$ cat src/rtl/uart_mmio.sv
// Memory-mapped UART for the MEM-stage load/store bus.
// It has a one-entry TX holding register that stalls the pipeline, and a single-byte RX register with an overrun flag.
module uart_mmio #(
  parameter int CLKS_PER_BIT = 434
) (
  input  logic        clk,
  input  logic        reset,
  input  logic        read_enable,
  input  logic        write_enable,
  input  logic [31:0] address,
  input  logic [31:0] writedata,
  output logic [31:0] readdata,
  input  logic        uart_rx,
  output logic        uart_tx,
  output logic        if_continue,
  output logic        irq
);
  localparam logic [31:0] ADDR_TXD = 32'h4000_0018;
  localparam logic [31:0] ADDR_RXD = 32'h4000_001C;
  localparam logic [31:0] ADDR_CON = 32'h4000_0020;
  localparam int CW = $clog2(CLKS_PER_BIT);
  localparam logic [CW-1:0] BIT_END  = CW'(CLKS_PER_BIT - 1);
  localparam logic [CW-1:0] HALF_END = CW'(CLKS_PER_BIT / 2 - 1);

  typedef enum logic [1:0] {TX_IDLE, TX_START, TX_DATA, TX_STOP} tx_state_t;
  typedef enum logic [1:0] {RX_IDLE, RX_START, RX_DATA, RX_STOP} rx_state_t;

  tx_state_t     tx_state;
  logic [CW-1:0] tx_cnt;
  logic [2:0]    tx_bit;
  logic [7:0]    tx_shift, tx_hold;
  logic          tx_hold_full;

  rx_state_t     rx_state;
  logic [CW-1:0] rx_cnt;
  logic [2:0]    rx_bit;
  logic [7:0]    rx_shift, rx_data;
  logic          rx_valid, rx_overrun;
  logic          rx_s1, rx_s2, rx_s3;

  logic hit_txd, hit_rxd, hit_con, tx_wr, rx_rd, con_clr, tx_busy;
  logic unused_wd;

  assign hit_txd     = (address == ADDR_TXD);
  assign hit_rxd     = (address == ADDR_RXD);
  assign hit_con     = (address == ADDR_CON);
  assign tx_wr       = write_enable & hit_txd & ~tx_hold_full;
  assign rx_rd       = read_enable & hit_rxd;
  assign con_clr     = write_enable & hit_con & writedata[3];
  assign tx_busy     = (tx_state != TX_IDLE);
  assign if_continue = ~(write_enable & hit_txd & tx_hold_full);
  assign irq         = rx_valid;
  assign unused_wd   = ^writedata[31:8];

  always_comb begin
    readdata = '0;
    if (read_enable) begin
      if (hit_rxd)      readdata = {24'b0, rx_data};
      else if (hit_con) readdata = {28'b0, rx_overrun, tx_busy, tx_hold_full, rx_valid};
    end
  end

  // A store and a hand-off never coincide: tx_wr needs the holding register empty, the hand-off needs it full.
  always_ff @(posedge clk) begin
    if (reset) begin
      tx_state     <= TX_IDLE;
      tx_cnt       <= '0;
      tx_bit       <= '0;
      tx_shift     <= '0;
      tx_hold      <= '0;
      tx_hold_full <= 1'b0;
      uart_tx      <= 1'b1;
    end else begin
      if (tx_wr) begin
        tx_hold      <= writedata[7:0];
        tx_hold_full <= 1'b1;
      end
      case (tx_state)
        TX_IDLE: begin
          uart_tx <= 1'b1;
          if (tx_hold_full) begin
            tx_shift     <= tx_hold;
            tx_hold_full <= 1'b0;
            tx_cnt       <= '0;
            uart_tx      <= 1'b0;
            tx_state     <= TX_START;
          end
        end
        TX_START: begin
          if (tx_cnt == BIT_END) begin
            tx_cnt   <= '0;
            tx_bit   <= '0;
            uart_tx  <= tx_shift[0];
            tx_state <= TX_DATA;
          end else tx_cnt <= tx_cnt + 1'b1;
        end
        TX_DATA: begin
          if (tx_cnt == BIT_END) begin
            tx_cnt <= '0;
            if (tx_bit == 3'd7) begin
              uart_tx  <= 1'b1;
              tx_state <= TX_STOP;
            end else begin
              tx_bit   <= tx_bit + 3'd1;
              tx_shift <= {1'b0, tx_shift[7:1]};
              uart_tx  <= tx_shift[1];
            end
          end else tx_cnt <= tx_cnt + 1'b1;
        end
        TX_STOP: begin
          if (tx_cnt == BIT_END) begin
            tx_cnt <= '0;
            if (tx_hold_full) begin
              tx_shift     <= tx_hold;
              tx_hold_full <= 1'b0;
              uart_tx      <= 1'b0;
              tx_state     <= TX_START;
            end else begin
              uart_tx  <= 1'b1;
              tx_state <= TX_IDLE;
            end
          end else tx_cnt <= tx_cnt + 1'b1;
        end
        default: tx_state <= TX_IDLE;
      endcase
    end
  end

  // Later assignments win: a byte landing on the same edge as a read-clear keeps rx_valid set.
  always_ff @(posedge clk) begin
    if (reset) begin
      rx_s1      <= 1'b1;
      rx_s2      <= 1'b1;
      rx_s3      <= 1'b1;
      rx_state   <= RX_IDLE;
      rx_cnt     <= '0;
      rx_bit     <= '0;
      rx_shift   <= '0;
      rx_data    <= '0;
      rx_valid   <= 1'b0;
      rx_overrun <= 1'b0;
    end else begin
      rx_s1 <= uart_rx;
      rx_s2 <= rx_s1;
      rx_s3 <= rx_s2;
      if (rx_rd)   rx_valid   <= 1'b0;
      if (con_clr) rx_overrun <= 1'b0;
      case (rx_state)
        RX_IDLE: begin
          if (rx_s3 & ~rx_s2) begin
            rx_cnt   <= '0;
            rx_state <= RX_START;
          end
        end
        RX_START: begin
          if (rx_cnt == HALF_END) begin
            rx_cnt <= '0;
            rx_bit <= '0;
            rx_state <= rx_s2 ? RX_IDLE : RX_DATA;
          end else rx_cnt <= rx_cnt + 1'b1;
        end
        RX_DATA: begin
          if (rx_cnt == BIT_END) begin
            rx_cnt   <= '0;
            rx_shift <= {rx_s2, rx_shift[7:1]};
            if (rx_bit == 3'd7) rx_state <= RX_STOP;
            else                rx_bit   <= rx_bit + 3'd1;
          end else rx_cnt <= rx_cnt + 1'b1;
        end
        RX_STOP: begin
          if (rx_cnt == BIT_END) begin
            rx_cnt   <= '0;
            rx_state <= RX_IDLE;
            if (rx_s2) begin
              if (!rx_valid || rx_rd) begin
                rx_data  <= rx_shift;
                rx_valid <= 1'b1;
              end else rx_overrun <= 1'b1;
            end
          end else rx_cnt <= rx_cnt + 1'b1;
        end
        default: rx_state <= RX_IDLE;
      endcase
    end
  end
endmodule

$ cat config.mk
export PLATFORM = sky130hd
export DESIGN_NAME = uart_mmio
export DESIGN_NICKNAME = d
export VERILOG_FILES = /design/src/rtl/uart_mmio.sv
export SDC_FILE = /design/constraint.sdc
export NUM_CORES = 1
export LEC_CHECK = 0
export ABC_AREA = 1
export ABC_CLOCK_PERIOD_IN_PS = 2900
export CORE_ASPECT_RATIO = 0.5
export CORE_MARGIN = 10
export CORE_UTILIZATION = 41
export DETAILED_ROUTE_END_ITERATION = 12
export PLACE_DENSITY = 0.7
export SKIP_LAST_GASP = 1
export SYNTH_ARGS = -nofsm -noshare
export SYNTH_HDL_FRONTEND = slang
export SYNTH_SLANG_ARGS = --single-unit
$ cat constraint.sdc
create_clock -name clk -period 2.9 [get_ports clk]
set_input_delay 0.87 -clock clk [delete_from_list [all_inputs] [get_ports clk]]
set_output_delay 0.87 -clock clk [all_outputs]
set_load 0.02 [all_outputs]
==> impl_metrics.csv, run 1 <==
group,metric,value,unit
worst_hold_path,min_path_type,"reg -> reg",
layout,final_nets,738,
critical_path,start_kind,"input port",
critical_path,cp.required,2.03,ns
drt,routed_wirelength,9.18,mm
drt,drtIter0Drc,225,
floorplan,dieArea,13900,sq um
sta,slew-limit-headroom,60.7,%
sta,hold_viol,0,
logic_synthesis,synth_seq_cells,67,
drt,drc,0,
global_routing,grt_antenna_before_repair,0,
cts,clk_pin_slew_worst_paths,0.05,ns
sta,max_freq,0.343,GHz
floorplan,die_x,157,um
status,violations,"setup timing",
cts,clkSinkCount,67,
sta,timing.final.crit_share,100,%
cts,clkLatencyLatePin,0.33,ns
job,cap_violations,0,
placed_design,dp_hpwl,6.46,mm
global_routing,track_usage,12.9,%
sta,slew_viol_final,0,
placed_design,place_area,4520,sq um
layout,antenna_cells,0,
logic_synthesis,syn-cell-area,3840,sq um
sta,skew,0.00356,ns
layout,final_layout_size_suffix_gt1_share,21.9,%
layout,layout-area-overhead-vs-synth,30.4,%
floorplan,num_rows,24,
layout,fillers,846,
floorplan,die_h,88.4,um
drt,detail-route-antenna-nets,0,
cts,root_buffer,"clkbuf_16",
logic_synthesis,synth.avg_cell_area,6.68,sq um
pwr,p_leak,2.20,nW
logic_synthesis,synth_cell_type_count,38,
logic_synthesis,ys_seq_area_share,34.9,%
placed_design,io_buffer_count,55,
pwr,ir_worst_vdd,0.322,mV
layout,fin_util,56.2,%
global_routing,grt_pass1_wl,14.7,mm
critical_path,endpoint_kind,"output pin",
sta,setup_viol,1,
layout,regArea,1340,sq um
logic_synthesis,synth_cells,575,
sta,finalCriticalPeriod,2.91,ns
sta,tightest_slew,0.590,ns
pwr,power_density,493,nW/um^2
global_routing,overflow,0,
floorplan,start_util,43.1,%
worst_hold_path,min-delay-start,"rx_s1",
critical_path,cp.arrival,2.04,ns
cts,cts_hold_buf,0,
cts,htree_levels,3,
critical_path,rrSetupSlack,0.72,ns
global_routing,grt_pass1_vias,3234,
layout,multiInputGateArea,2150,sq um
cts,cts-buffers-inserted,9,
drt,dr.pass1.iters,4,
layout,final_area,5010,sq um
sta,rsz0062_at_grt,"true",
critical_path,critPathLaunch,"address[31]",
drt,vias_per_cell,4.67,
drt,dr_total_vias,3615,
critical_path,cp_max_fo,6,
status,status,"finished with violations",
logic_synthesis,yosys_warnings,0,
cts,cts_tree,"built",
sta,setup_ws,-0.0144,ns
cts,cts_buffer_depth,2,
floorplan,ioPinCount,104,
critical_path,rr_startpoint,"tx_state[0]",
floorplan,coreArea,8920,sq um
drt,wire_per_inst,11.9,um
global_routing,grt_start_max_net_pins,27,
critical_path,worstSetupPathType,"in -> out",
placed_design,gp_congestion,0.884,
## cell usage after synthesis (all sizes together)
cell / n / area share (%)
a211oi: 2 / 0.39
a21boi: 1 / 0.20
a21oi: 40 / 5.2
a31oi: 1 / 0.16
buf: 29 / 5.8
clkbuf: 7 / 0.94
clkinv: 1 / 0.13
conb: 1 / 0.098
dfxtp: 67 / 35
ha: 13 / 4.2
inv: 91 / 8.9
nand2: 129 / 13
nand3: 41 / 6.3
nand4: 8 / 1.5
nor2: 83 / 8.4
nor3: 9 / 2.2
o211ai: 2 / 0.39
o21ai: 43 / 6.0
o21bai: 1 / 0.20
o22ai: 1 / 0.16
or2: 3 / 0.49
xnor2: 2 / 0.46
## placed cells by master, fill, tap and decap left out, types with 7 or more instances in the layout
cell               n
conb_1            24
nand2_2           20
nand4_1            7
a21oi_1           40
clkbuf_16          9
clkdlybuf4s15_1   11
buf_6             24
nor2_1            66
nand3_2            8
o21ai_0           41
nand3_1           31
nor2_4             8
clkdlybuf4s50_1   13
buf_4             21
inv_1             76
dfxtp_1           67
nand2_1          107
ha_1              13
nor2_2             9
inv_2             14
## logic make-up (layout without fill, tap and decap cells)
| kind of cell | Yosys count | in the layout | synth area share, % |
|---|---|---|---|
| buf+inv | 128 | 187 | 15.8 |
| flops | 67 | 67 | 34.9 |
| fa+ha+maj | 13 | 13 | 4.23 |
| compound gates | 91 | 91 | 12.7 |
| xor+xnor | 2 | 2 | 0.456 |
| other cells | 1 | 24 | 0.0976 |
| simple gates | 273 | 273 | 31.8 |
## metal layers
metal,vias up,global-route usage [%],part of all wire (%)
met5,-,0,0
met4,0,5.19,1.4
met3,9,4.07,9.1
met2,95,20.6,42
met1,1596,15.9,48
li1,1915,-,-
## worst max-delay path: stages
cell,delay (ns)
buf_6,0.09
inv_2,0.04
nand2_2,0.04
nor2_2,0.11
nand2_2,0.09
nor2_4,0.13
buf_6,0.12
buf_6,0.09
nand3_4,0.08
buf_8,0.16
nor2_4,0.11
buf_6,0.12
## what timing repair did
item                       CTS  global route
resized for setup          155            60
buffers inserted             7             2
pin swaps                   36            37
setup endpoints to repair    9             9
## sequential cells by signal, indices dropped and copies added (netlist names), named ones only
signal,flops
rx_cnt,9
uart_tx,1
rx_data,8
irq,1
rx_s3,1
tx_hold,8
tx_shift,8
rx_shift,8
rx_s1,1
tx_bit,3
rx_s2,1
tx_state,2
rx_state,1
tx_hold_full,1
rx_bit,3
rx_overrun,1
tx_cnt,9
## final timing paths
kind	end	cells after the start
setup / recovery	readdata[7]	12
hold / removal	rx_s2	1
setup reg to reg	tx_state[1]	7
hold reg to reg	rx_s2	1
## cell type report
| class | instances | area share, % |
|---|---|---|
| clock buffer | 12 | 5.12 |
| multi-input combinational | 403 | 43.0 |
| inverter | 92 | 6.97 |
| sequential | 67 | 26.8 |
| tap | 117 | 2.92 |
| timing repair buffer | 83 | 15.2 |
## stage by stage
stage,hold WS (ns),setup WS [ns],setup TNS [ns],power [mW],cells
after floorplan,0.389,0.101,0,1.38,598
after detailed placement,0.399,-0.826,-7.00,1.52,755
after CTS,0.410,-0.0791,-0.317,2.48,772
final,0.406,-0.0144,-0.0144,2.47,774
after global routing,0.424,-0.0709,-0.399,2.61,774
after global placement,0.392,-0.854,-7.17,1.51,755
## power by group
group          total [mW]  switching, mW  internal [mW]  leakage (nW)
registers            1.03         0.0454          0.987         0.542
clock network       0.960          0.355          0.605         0.126
logic               0.479          0.297          0.182          1.53
total                2.47          0.697           1.77          2.20
No activity file was read; power rests on OpenSTA's default activity.
==> run 2, diff against run 1 <==
--- a/config.mk
+++ b/config.mk
@@ -6,13 +6,13 @@
 export NUM_CORES = 1
 export LEC_CHECK = 0
 export ABC_AREA = 1
-export ABC_CLOCK_PERIOD_IN_PS = 2900
+export ABC_CLOCK_PERIOD_IN_PS = 3300
 export CORE_ASPECT_RATIO = 0.5
 export CORE_MARGIN = 10
 export CORE_UTILIZATION = 41
+export CTS_CLUSTER_SIZE = 12
 export DETAILED_ROUTE_END_ITERATION = 12
 export PLACE_DENSITY = 0.7
-export SKIP_LAST_GASP = 1
 export SYNTH_ARGS = -nofsm -noshare
 export SYNTH_HDL_FRONTEND = slang
 export SYNTH_SLANG_ARGS = --single-unit
==> constraint.sdc (replaced) <==
create_clock -name clk -period 3.3 [get_ports clk]
set_input_delay 0.99 -clock clk [delete_from_list [all_inputs] [get_ports clk]]
set_output_delay 0.99 -clock clk [all_outputs]
set_load 0.02 [all_outputs]
==> impl_metrics.csv, run 2 (synthesis gave the netlist of run 1 again) <==
group,metric,value,unit
critical_path,cp.arrival,2.19,ns
pwr,pwr-share-comb,17.8,%
cts,htree_levels,3,
cts,cts-buffers-inserted,9,
sta,setup_ws,0.117,ns
pwr,clkPwrFrac,41.6,%
layout,mostFrequentLayoutCells,"115 x nand2_1, 87 x inv_1, 71 x nor2_1, 67 x dfxtp_1, 41 x o21ai_0",
sta,timing.final.crit_share,96.5,%
sta,setup_viol,0,
sta,slew_viol_final,0,
critical_path,start_kind,"input port",
critical_path,cp_max_fo,4,
floorplan,die_x,157,um
pwr,pwr-share-seq,40.5,%
placed_design,post-place-cells,753,
sta,hold_viol,0,
layout,multiInputGateArea,2080,sq um
cts,cts_buffer_depth,2,
status,status,"finished clean",
cts,root_buffer,"clkbuf_16",
drt,dr_total_vias,3622,
placed_design,io_buffer_count,55,
layout,antenna_cells,0,
floorplan,die_h,88.4,um
critical_path,worstSetupPathType,"in -> out",
floorplan,ioPinCount,104,
drt,vias_per_cell,4.69,
critical_path,cp.required,2.31,ns
drt,routed_wirelength,9.08,mm
global_routing,grt_start_max_net_pins,28,
drt,drtIter0Drc,314,
cts,clkSinkCount,67,
layout,final_nets,734,
pwr,p_sw_share,27.7,%
sta,rsz0062_at_grt,"false",
placed_design,gp_congestion,0.854,
sta,tightest_slew,0.626,ns
drt,drc,0,
sta,fin_setup_tns,0,ns
pwr,ir_worst_vdd,0.239,mV
layout,fillers,880,
layout,fin_util,54.6,%
sta,skew,0.00354,ns
drt,detail-route-antenna-nets,0,
floorplan,num_rows,24,
sta,slew-limit-headroom,58.3,%
sta,fin_hold_ws,0.413,ns
global_routing,track_usage,13.3,%
cts,cts_tree,"built",
floorplan,dieArea,13900,sq um
layout,layout-area-overhead-vs-synth,26.7,%
layout,top_regs,"rx_cnt: 9 flops, tx_cnt: 9 flops",
global_routing,overflow,0,
layout,final_layout_size_suffix_gt1_share,17.1,%
layout,final_cells,773,
layout,regArea,1340,sq um
pwr,internal-power,1.61,mW
worst_hold_path,min_path_type,"reg -> reg",
floorplan,start_util,43.1,%
pwr,p_leak,2.18,nW
placed_design,dp_hpwl,6.49,mm
global_routing,grt_antenna_before_repair,0,
drt,dr.pass1.iters,4,
sta,max_freq,0.314,GHz
pwr,power_density,459,nW/um^2
placed_design,pre_cts_ws,-0.684,ns
global_routing,grt_pass1_vias,3442,
layout,layout_commonest_cell,"nand2_1",
pwr,p_switching,0.620,mW
floorplan,coreArea,8920,sq um
global_routing,grt_pass1_wl,15.4,mm
cts,clk_pin_slew_worst_paths,0.05,ns
job,cap_violations,0,
critical_path,endpoint_kind,"output pin",
cts,clkLatencyLatePin,0.32,ns
sta,finalCriticalPeriod,3.18,ns
drt,wire_per_inst,11.7,um
run 2: cell count changes in the layout (fill, tap and decap cells not counted), moves of 3 or more:
cell,previous run,this run
buf_4,21,27
buf_6,24,5
clkbuf_2,3,6
clkbuf_8,2,5
clkdlybuf4s15_1,11,5
dlygate4sd2_1,4,16
inv_1,76,87
inv_2,14,4
nand2_1,107,115
nand2_2,20,13
nor2_1,66,71
nor2_4,8,3
run 2: cell type report:
| class | count | area share, % |
|---|---|---|
| Clock buffer | 14 | 6.04 |
| Clock inverter | 1 | 0.103 |
| Inverter | 92 | 7.12 |
| Multi-Input combinational cell | 403 | 42.8 |
| Sequential cell | 67 | 27.6 |
| Tap cell | 117 | 3.01 |
| Timing Repair Buffer | 79 | 13.3 |
run 2: worst max-delay path, cell delays in order:
cell and delay, ns:
clkdlybuf4s15_1 0.16, inv_1 0.04, nand2_1 0.05, nor2_2 0.11, nand2_2 0.08, nor2_4 0.13, nand3_2 0.08, nor3_2 0.11
buf_4 0.16, nand3_2 0.06, nand2_2 0.08, buf_6 0.12
run 2: per-layer routing:
| metal | track usage [%] | wire length, um |
|---|---|---|
| met1 | 16.5 | 4410 |
| met2 | 21.5 | 3800 |
| met3 | 3.97 | 775 |
| met4 | 5.45 | 95 |
| met5 | 0 | 0 |
run 2: path summary, 6_finish.rpt:
path                                  start     endpoint  slack [ns]  cells after the start
worst min register to register        rx_s1        rx_s2        0.41                      1
worst max register to register  tx_state[0]  tx_state[1]        1.13                      7
worst min-delay path                  rx_s1        rx_s2        0.41                      1
worst max-delay path            address[21]  readdata[2]        0.12                     12
run 2: timing repair:
item                                   4_1_cts  5_1_grt
endpoints found under the hold margin        0        0
hold buffers                                 0        0
gates resized for setup                    127       13
setup endpoints to repair                    9        6
pin swaps                                   35       12
buffers inserted                             6        0
run 2: power groups by stage:
stage	Combinational, mW	Clock [mW]	Sequential, mW
after detailed placement	0.403	0	0.922
after CTS	0.398	0.951	0.905
after floorplan	0.294	0	0.918
after global placement	0.397	0	0.921
after global routing	0.460	0.986	0.914
final	0.399	0.930	0.905
run 2: metrics by stage:
step / cell area (sq um) / power (mW)
after floorplan: 3930 / 1.21
after global placement: 4510 / 1.32
after detailed placement: 4510 / 1.33
after CTS: 4880 / 2.25
after global routing: 4870 / 2.36
final: 4870 / 2.23
==> run 3, diff against run 2 <==
--- a/config.mk
+++ b/config.mk
@@ -12,7 +12,9 @@
 export CORE_UTILIZATION = 41
 export CTS_CLUSTER_SIZE = 12
 export DETAILED_ROUTE_END_ITERATION = 12
+export HOLD_SLACK_MARGIN = 0.06
 export PLACE_DENSITY = 0.7
+export SETUP_SLACK_MARGIN = 0.4
 export SYNTH_ARGS = -nofsm -noshare
 export SYNTH_HDL_FRONTEND = slang
 export SYNTH_SLANG_ARGS = --single-unit
==> impl_metrics.csv, run 3 (synthesis gave the netlist of run 1 again) <==
group,metric,value,unit
global_routing,met2_usage,21.6,%
global_routing,grt_antenna_before_repair,0,
sta,slew-limit-headroom,59.4,%
global_routing,grt_pass1_wl,15.3,mm
critical_path,worstSetupPathType,"in -> out",
placed_design,post-place-cells,752,
critical_path,cp.required,2.31,ns
critical_path,crit_slowest_cell,"nor3_4",
layout,fillers,849,
global_routing,grt_use_met3,4.41,%
sta,hold_viol,0,
placed_design,gp_congestion,0.870,
sta,rsz0062_at_grt,"true",
placed_design,dp_hpwl,6.52,mm
drt,dr_total_vias,3660,
placed_design,pre_cts_ws,-0.763,ns
global_routing,overflow,0,
drt,dr.pass1.iters,4,
floorplan,coreArea,8920,sq um
layout,mostFrequentLayoutCells,"111 x nand2_1, 70 x inv_1, 70 x nor2_1, 67 x dfxtp_1, 41 x o21ai_0",
status,status,"finished clean",
global_routing,track_usage,13.3,%
cts,htree_levels,3,
layout,layout-area-overhead-vs-synth,30.3,%
critical_path,cp.arrival,2.20,ns
floorplan,num_rows,24,
cts,clkLatencyLatePin,0.33,ns
drt,vias_per_cell,4.71,
layout,antenna_cells,0,
drt,detail-route-antenna-nets,0,
sta,tightest_slew,0.609,ns
sta,setup_viol,0,
sta,skew,0.00717,ns
pwr,ir_worst_vdd,0.260,mV
layout,layout_commonest_cell,"nand2_1",
cts,cts_buffer_depth,2,
drt,drc,0,
cts,root_buffer,"clkbuf_16",
critical_path,cp_max_fo,4,
drt,wire_per_inst,11.9,um
cts,cts_hold_buf,0,
global_routing,grt_pass1_vias,3378,
critical_path,path_cells,"buf_2, inv_1, nand2_1, nor2_2, nand2_2, nor2_4, nand3_2, nor3_4, nand3_2, nand2_2, buf_6",
layout,fin_util,56.1,%
floorplan,ioPinCount,104,
layout,final_nets,737,
worst_hold_path,min_path_type,"reg -> reg",
sta,slew_viol_final,0,
pwr,power_density,472,nW/um^2
floorplan,dieArea,13900,sq um
critical_path,rrSetupSlack,1.12,ns
sta,setup_ws,0.106,ns
cts,clk_pin_slew_worst_paths,0.05,ns
layout,top_regs,"rx_cnt: 9 flops, tx_cnt: 9 flops",
floorplan,die_x,157,um
pwr,p_leak,2.23,nW
layout,final_layout_size_suffix_gt1_share,23.8,%
pwr,p_total,2.36,mW
drt,routed_wirelength,9.25,mm
critical_path,slowest_delay,0.29,ns
sta,timing.final.crit_share,96.8,%
floorplan,die_h,88.4,um
global_routing,grt.busiest_layer,"met2",
layout,final_cells,777,
placed_design,io_buffer_count,55,
sta,max_freq,0.313,GHz
floorplan,start_util,43.1,%
global_routing,grt.met1_usage,16.2,%
sta,finalCriticalPeriod,3.19,ns
job,cap_violations,0,
cts,cts-buffers-inserted,9,
cts,cts_tree,"built",
global_routing,grt_start_max_net_pins,28,
sta,fin_setup_tns,0,ns
critical_path,endpoint_kind,"output pin",
critical_path,start_kind,"input port",
cts,clkSinkCount,67,
drt,drtIter0Drc,206,
-- run 3: routing by layer --
layer | share of wire [%] | vias to the layer above
met4 | 1.4 | 0
met2 | 43 | 102
met3 | 7.9 | 12
li1 | - | 1916
met5 | 0 | -
met1 | 48 | 1630
-- run 3: worst max-delay path, delay by kind of cell --
kind	cells	cell delay, ns
simple gates	8	0.95
buf+inv	3	0.26
-- run 3: per-stage QoR --
| stage | area (sq um) | hold slack (ns) |
|---|---|---|
| 6_report | 5000 | 0.418 |
| 3_3_place_gp | 4540 | 0.395 |
| 4_1_cts | 4890 | 0.423 |
| 5_1_grt | 5000 | 0.444 |
| 2_1_floorplan | 3970 | 0.389 |
| 3_5_place_dp | 4540 | 0.393 |
-- run 3: path summary, 6_finish.rpt --
| kind | from | endpoint | depth (start not counted) |
|---|---|---|---|
| max reg2reg | tx_state[0] | tx_shift[3] | 7 |
| min reg2reg | rx_s1 | rx_s2 | 1 |
| max | address[31] | readdata[2] | 11 |
| min | rx_s1 | rx_s2 | 1 |
-- run 3: what timing repair did --
item,CTS,global route
resized for setup,197,24
setup endpoints to repair,9,9
setup buffers,5,4
pin swaps,37,18
-- run 3: power by group --
part           total [mW]  internal [mW]  switching, mW  leakage [nW]
Sequential          0.905          0.866         0.0392         0.542
Combinational       0.412          0.149          0.263          1.53
Clock                1.05          0.701          0.344         0.159
-- run 3: cell type report --
class / count / area (sq um) / area share, %
Clock buffer: 12 / 256 / 5.13
Multi-Input combinational cell: 403 / 2140 / 42.7
Tap cell: 117 / 146 / 2.92
Inverter: 92 / 357 / 7.12
Timing Repair Buffer: 82 / 694 / 13.9
Clock inverter: 4 / 72.6 / 1.45
Sequential cell: 67 / 1340 / 26.8
